### src/rtl/gray_seq_gen.sv
// ---------------------------------------------------------------------------
// gray_seq_gen
//   N-bit reflected Gray code sequence generator with a valid/ready output
//   stream. Each run steps through a full 2^N-word cycle, counting up or down
//   from a loadable binary start index. Every word carries the Gray code, its
//   binary index, and the position of the bit that changed from the previous
//   word (the ruler sequence).
//
//   Handshake: a word is transferred on a posedge where out_valid && out_ready.
//   While out_valid=1 and out_ready=0 every output holds stable; out_valid
//   never drops without a transfer except on stop or reset.
//
// Parameters
//   N     code width, 1..16
//   WRAP  0 = one-shot (2^N words then IDLE), 1 = free-running until stop
//   FW    width of flip_pos (derived)
//
// Ports
//   clk        clock, posedge
//   rst_n      asynchronous active-low reset
//   start      begin a run (sampled only in IDLE)
//   stop       abort a run (synchronous, beats start and transfer)
//   dir        0 = up, 1 = down (latched with start)
//   load_val   binary start index (latched with start)
//   out_ready  consumer ready
//   out_valid  word valid
//   gray       Gray code of bin
//   bin        binary index of the current word
//   flip       flip_pos is meaningful (0 on the first word of a run)
//   flip_pos   index of the bit that differs from the previous word
//   last       final word of a 2^N-word cycle
//   busy       FSM is in RUN (also serves as the state debug view)
// ---------------------------------------------------------------------------
module gray_seq_gen #(
  parameter int N    = 3,
  parameter int WRAP = 0,
  parameter int FW   = (N > 1) ? $clog2(N) : 1
) (
  input  logic          clk,
  input  logic          rst_n,
  input  logic          start,
  input  logic          stop,
  input  logic          dir,
  input  logic [N-1:0]  load_val,
  input  logic          out_ready,
  output logic          out_valid,
  output logic [N-1:0]  gray,
  output logic [N-1:0]  bin,
  output logic          flip,
  output logic [FW-1:0] flip_pos,
  output logic          last,
  output logic          busy
);

  typedef enum logic {
    ST_IDLE = 1'b0,
    ST_RUN  = 1'b1
  } state_t;

  // Word count reaches 2^N on the final word of a cycle.
  localparam logic [N:0] CNT_FULL = {1'b1, {N{1'b0}}};
  localparam logic [N:0] CNT_ONE  = (N+1)'(1);

  // Count of trailing zeros; an all-zero word (the wrap step) maps to N-1,
  // which is the bit that toggles between 0 and 2^N-1 in reflected Gray.
  function automatic logic [FW-1:0] ctz(input logic [N-1:0] v);
    logic [FW-1:0] r;
    r = FW'(N - 1);
    for (int i = N - 1; i >= 0; i--) begin
      if (v[i]) r = FW'(i);
    end
    return r;
  endfunction

  function automatic logic [N-1:0] to_gray(input logic [N-1:0] b);
    return b ^ (b >> 1);
  endfunction

  state_t        state_q, state_d;
  logic          dir_q, dir_d;
  logic [N:0]    cnt_q, cnt_d;
  logic          valid_q, valid_d;
  logic [N-1:0]  gray_q, gray_d;
  logic [N-1:0]  bin_q, bin_d;
  logic          flip_q, flip_d;
  logic [FW-1:0] fpos_q, fpos_d;
  logic          last_q, last_d;

  // Candidate next word for a transfer in RUN.
  logic [N-1:0]  nxt_bin;
  logic [N:0]    nxt_cnt;

  always_comb begin
    nxt_bin = dir_q ? (bin_q - N'(1)) : (bin_q + N'(1));
    // After the final word of a cycle the count restarts (only reachable
    // in free-running mode; one-shot leaves RUN instead).
    nxt_cnt = last_q ? CNT_ONE : (cnt_q + CNT_ONE);
  end

  always_comb begin
    state_d = state_q;
    dir_d   = dir_q;
    cnt_d   = cnt_q;
    valid_d = valid_q;
    gray_d  = gray_q;
    bin_d   = bin_q;
    flip_d  = flip_q;
    fpos_d  = fpos_q;
    last_d  = last_q;

    unique case (state_q)
      ST_IDLE: begin
        valid_d = 1'b0;
        flip_d  = 1'b0;
        last_d  = 1'b0;
        if (start && !stop) begin
          state_d = ST_RUN;
          dir_d   = dir;
          cnt_d   = CNT_ONE;
          valid_d = 1'b1;
          bin_d   = load_val;
          gray_d  = to_gray(load_val);
          fpos_d  = '0;
          last_d  = (CNT_ONE == CNT_FULL);
        end
      end

      ST_RUN: begin
        if (stop) begin
          // Any pending word is dropped; bin/gray/flip_pos keep their values.
          state_d = ST_IDLE;
          valid_d = 1'b0;
          flip_d  = 1'b0;
          last_d  = 1'b0;
        end else if (valid_q && out_ready) begin
          if (last_q && (WRAP == 0)) begin
            state_d = ST_IDLE;
            valid_d = 1'b0;
            flip_d  = 1'b0;
            last_d  = 1'b0;
          end else begin
            bin_d  = nxt_bin;
            gray_d = to_gray(nxt_bin);
            cnt_d  = nxt_cnt;
            flip_d = 1'b1;
            // Up: the carry stops at the lowest zero of the old word, which is
            // the lowest one of the new word. Down: mirror image.
            fpos_d = dir_q ? ctz(bin_q) : ctz(nxt_bin);
            last_d = (nxt_cnt == CNT_FULL);
          end
        end
      end

      default: begin
        state_d = ST_IDLE;
        valid_d = 1'b0;
      end
    endcase
  end

  always_ff @(posedge clk or negedge rst_n) begin
    if (!rst_n) begin
      state_q <= ST_IDLE;
      dir_q   <= 1'b0;
      cnt_q   <= '0;
      valid_q <= 1'b0;
      gray_q  <= '0;
      bin_q   <= '0;
      flip_q  <= 1'b0;
      fpos_q  <= '0;
      last_q  <= 1'b0;
    end else begin
      state_q <= state_d;
      dir_q   <= dir_d;
      cnt_q   <= cnt_d;
      valid_q <= valid_d;
      gray_q  <= gray_d;
      bin_q   <= bin_d;
      flip_q  <= flip_d;
      fpos_q  <= fpos_d;
      last_q  <= last_d;
    end
  end

  assign out_valid = valid_q;
  assign gray      = gray_q;
  assign bin       = bin_q;
  assign flip      = flip_q;
  assign flip_pos  = fpos_q;
  assign last      = last_q;
  assign busy      = (state_q == ST_RUN);

endmodule

### config.mk
export PLATFORM = sky130hd
export DESIGN_NAME = gray_seq_gen
export DESIGN_NICKNAME = d
export VERILOG_FILES = /design/src/rtl/gray_seq_gen.sv
export SDC_FILE = /design/constraint.sdc
export NUM_CORES = 1
export LEC_CHECK = 0
export BUFFER_PORTS_ARGS = -buffer_cell sky130_fd_sc_hd__buf_2
export CAP_MARGIN = 30
export CORE_ASPECT_RATIO = 1.2
export CORE_MARGIN = 10
export CORE_UTILIZATION = 56
export DETAILED_ROUTE_END_ITERATION = 10
export GPL_TIMING_DRIVEN = 1
export PLACE_DENSITY = 0.88
export SETUP_SLACK_MARGIN = 0.02
export SYNTH_ARGS = -nofsm -noshare
export SYNTH_HDL_FRONTEND = slang
export SYNTH_SLANG_ARGS = --single-unit
### constraint.sdc
create_clock -name clk -period 4.9 [get_ports clk]
set_input_delay 0.49 -clock clk [delete_from_list [all_inputs] [get_ports clk]]
set_output_delay 0.49 -clock clk [all_outputs]
set_load 0.02 [all_outputs]
==> metrics <==
Min Hold Slack 0.108 ns; FF-to-FF path depth 5; antenna violations before repair 0; power after layout 0.436 mW; cell count after synthesis 88; sequential share of power between 40% and 50%; Post-synth EDFFs 0; initial cell density of the core about three fifths; remaining antenna violation count after routing 0; total gr overflow 0; Hold Buf Count CTS 0; synth-to-layout area growth 13.7%; Cells after DPL around 120; post-DR vias/cell approximately 5.8; Min-Delay Path Class input port to async pin; Sink Count 16; Fin. Hold Viols 0; ys async rst share 100%; number of setup buffers added after CTS 0; width of the die approximately 58 µm; mux contribution to synthesized area 5.81%; CTS tree built; # setup viols final 0; vias in the first global route 746; Distinct cells, synth 37; Mapped Area roughly 950 µm²; CTS Root Cell clkbuf_4; I/O Buffers 20; worst vdd ir 0.000276 V; Slew Viols, Final 0; I/O pin total 21; worst-margin pin slew just under 0.5 ns; Die Footprint approximately 3700 µm²; clock power share 19.5%; Post-Synth XOR/XNOR Area 6.47%; Syn. warnings 0; compound-cell area share of the yosys netlist 16.9%; achievable frequency between 500 and 600 MHz; max_slew headroom 67.8%; setup TNS 0 ns; status finished, final reports clean; crit path max fanout 6; Post-Route WL ~2000 µm; H-Tree Depth 1; area of the core between 1500 and 2000 µm²; MaxCap Viol Count 0; required time of the critical path slightly above 5 ns; clk buf depth 2; CP Launch Type register; reg2reg setup slack a little over 3 ns; Clk Latency, worst-skew pair 0.27 ns; Syn Area/Cell approximately 11 µm²; Pint approximately 0.27 mW; Clock transition at path regs about 0.090 ns; fin crit share between 30% and 40%; post-DR wirelength/cell about 16 µm; WP data arrival about 2 ns; Logic pwr share between 30% and 40%; Num CTS Buffers 3; post-route insts no fill 126; Net Count, Synth about 100; sw frac 37.5%; P_sw 0.163 mW; worst reg2reg endpoint gray[2]$_DFFE_PN0P_; number of remaining DRC errors 0; R2R Path Start bin[0]$_DFFE_PN0P_; FILL cells roughly 130; Vias ~730; ant diodes 0; die height ~65 µm; Post-Synth Adder-Cell Area 7.40%; multi-input logic area about 500 µm²; crit path from bin[0]$_DFFE_PN0P_; primary flip-flop cell chosen by synthesis mapping dfrtp_1; NumNets Final around 120; Worst setup EP type register; DR iter-0 viols 10; routability congestion estimate between 0.8 and 0.9; Leak ~0.56 nW; Final Skew 0.00259 ns; simple logic cell fraction of the synthesized area 15.7%; final core occ between 60% and 70%; sequential fraction of the synthesis area a little over two fifths; fin crit period about 1.8 ns; Pwr Density 405 nW/µm²; crit path kind register to register; main combinational cell family by area after synthesis compound AO/OA/AOI/OAI gates; register bit total from synthesis 16; global-route wire length before repair ~3200 µm; dpl hpwl roughly 1600 µm; fraction of layout instances using a drive strength above 1 between 20 and 30%; row cnt 16; Tot GR Track Use a little over 10%; drt first pass iters 4; PostCTS Resize Cnt 0; unrepaired setup endpoints after global routing no; Sequential Area ~400 µm²; largest net degree at the start of global routing 17; Critical Path Sink gray[2]$_DFFE_PN0P_
-- synth_stat cells (2+ instances only) --
cell type  instances  area, µm²
o21ai_0            4       20.0
inv_1              6       22.5
nand3_1            5       25.0
dfrtp_1           16        400
a211o_1            2       17.5
xor2_1             3       26.3
ha_1               4       50.1
a21oi_1            4       20.0
xnor2_1            4       35.0
nand2_1            7       26.3
o2bb2ai_1          3       26.3
mux2i_1            4       40.0
nor2_1             2       7.51
-- sequential cells by signal (all words and copies together) (netlist names) --
name / cells
busy: 1
flip_pos: 2
cnt_q: 4
bin: 2
dir_q: 1
flip: 1
out_valid: 1
last: 1
gray: 3
-- worst min path at each step --
stage | endpoint | start | slack [ns] | cells past startpoint
after floorplan | bin[0]$_DFFE_PN0P_ | rst_n | 0.19 | 0
after global placement | busy$_DFF_PN0_ | rst_n | 0.42 | 1
after detailed placement | gray[2]$_DFFE_PN0P_ | rst_n | 0.44 | 1
after CTS | busy$_DFF_PN0_ | rst_n | 0.12 | 1
after global routing | busy$_DFF_PN0_ | rst_n | 0.11 | 1
final | busy$_DFF_PN0_ | rst_n | 0.11 | 1
-- power groups by stage --
stage / Combinational (mW) / Clock, mW / Sequential (mW)
detailed placement: 0.176 / 0 / 0.180
floorplan: 0.113 / 0 / 0.198
finish: 0.174 / 0.0850 / 0.177
global placement: 0.169 / 0 / 0.178
global route: 0.190 / 0.0933 / 0.181
CTS: 0.177 / 0.0877 / 0.177
-- per-layer routing --
metal / wire, µm / global-route usage, % / part of all wire, %
met5: 0 / 0 / 0
met4: 13 / 3.53 / 0.67
met3: 110 / 3.31 / 5.6
met2: 966 / 17.6 / 49
met1: 864 / 11.5 / 44
-- stage by stage --
step,area (µm²),setup WS (ns)
floorplan,947,3.07
global placement,1040,3.19
detailed placement,1040,3.10
CTS,1080,3.09
global route,1080,3.00
finish,1080,3.11
-- cells in the final DEF (no fill, tap or decap), types with 2 or more instances in the layout --
| master | count |
|---|---|
| buf_2 | 20 |
| dfrtp_1 | 16 |
| nand2_1 | 7 |
| inv_1 | 6 |
| nand3_1 | 5 |
| a21oi_1 | 4 |
| xnor2_1 | 4 |
| mux2i_1 | 4 |
| o21ai_0 | 4 |
| ha_1 | 4 |
| xor2_1 | 3 |
| o2bb2ai_1 | 3 |
| clkbuf_4 | 3 |
| a211o_1 | 2 |
| nor2_1 | 2 |
-- area by class of cell --
class | count | area share [%]
timing repair buffer | 20 | 9.29
inverter | 6 | 2.09
sequential | 16 | 37.2
multi-input combinational | 62 | 46.0
tap | 18 | 2.09
clock buffer | 4 | 3.37
-- cells by family after synthesis --
| family | Yosys count |
|---|---|
| simple gates | 23 |
| compound gates | 22 |
| flops | 16 |
| buf+inv | 10 |
| xor+xnor | 7 |
| mux | 5 |
| fa+ha+maj | 5 |
-- critical path, stage by stage (launching register included) --
cell and delay [ns]:
dfrtp_1 0.44, inv_1 0.11, fa_1 0.44, xor2_1 0.19, a2111oi_0 0.41, a211o_1 0.15
(Power assumes the default switching activity.)
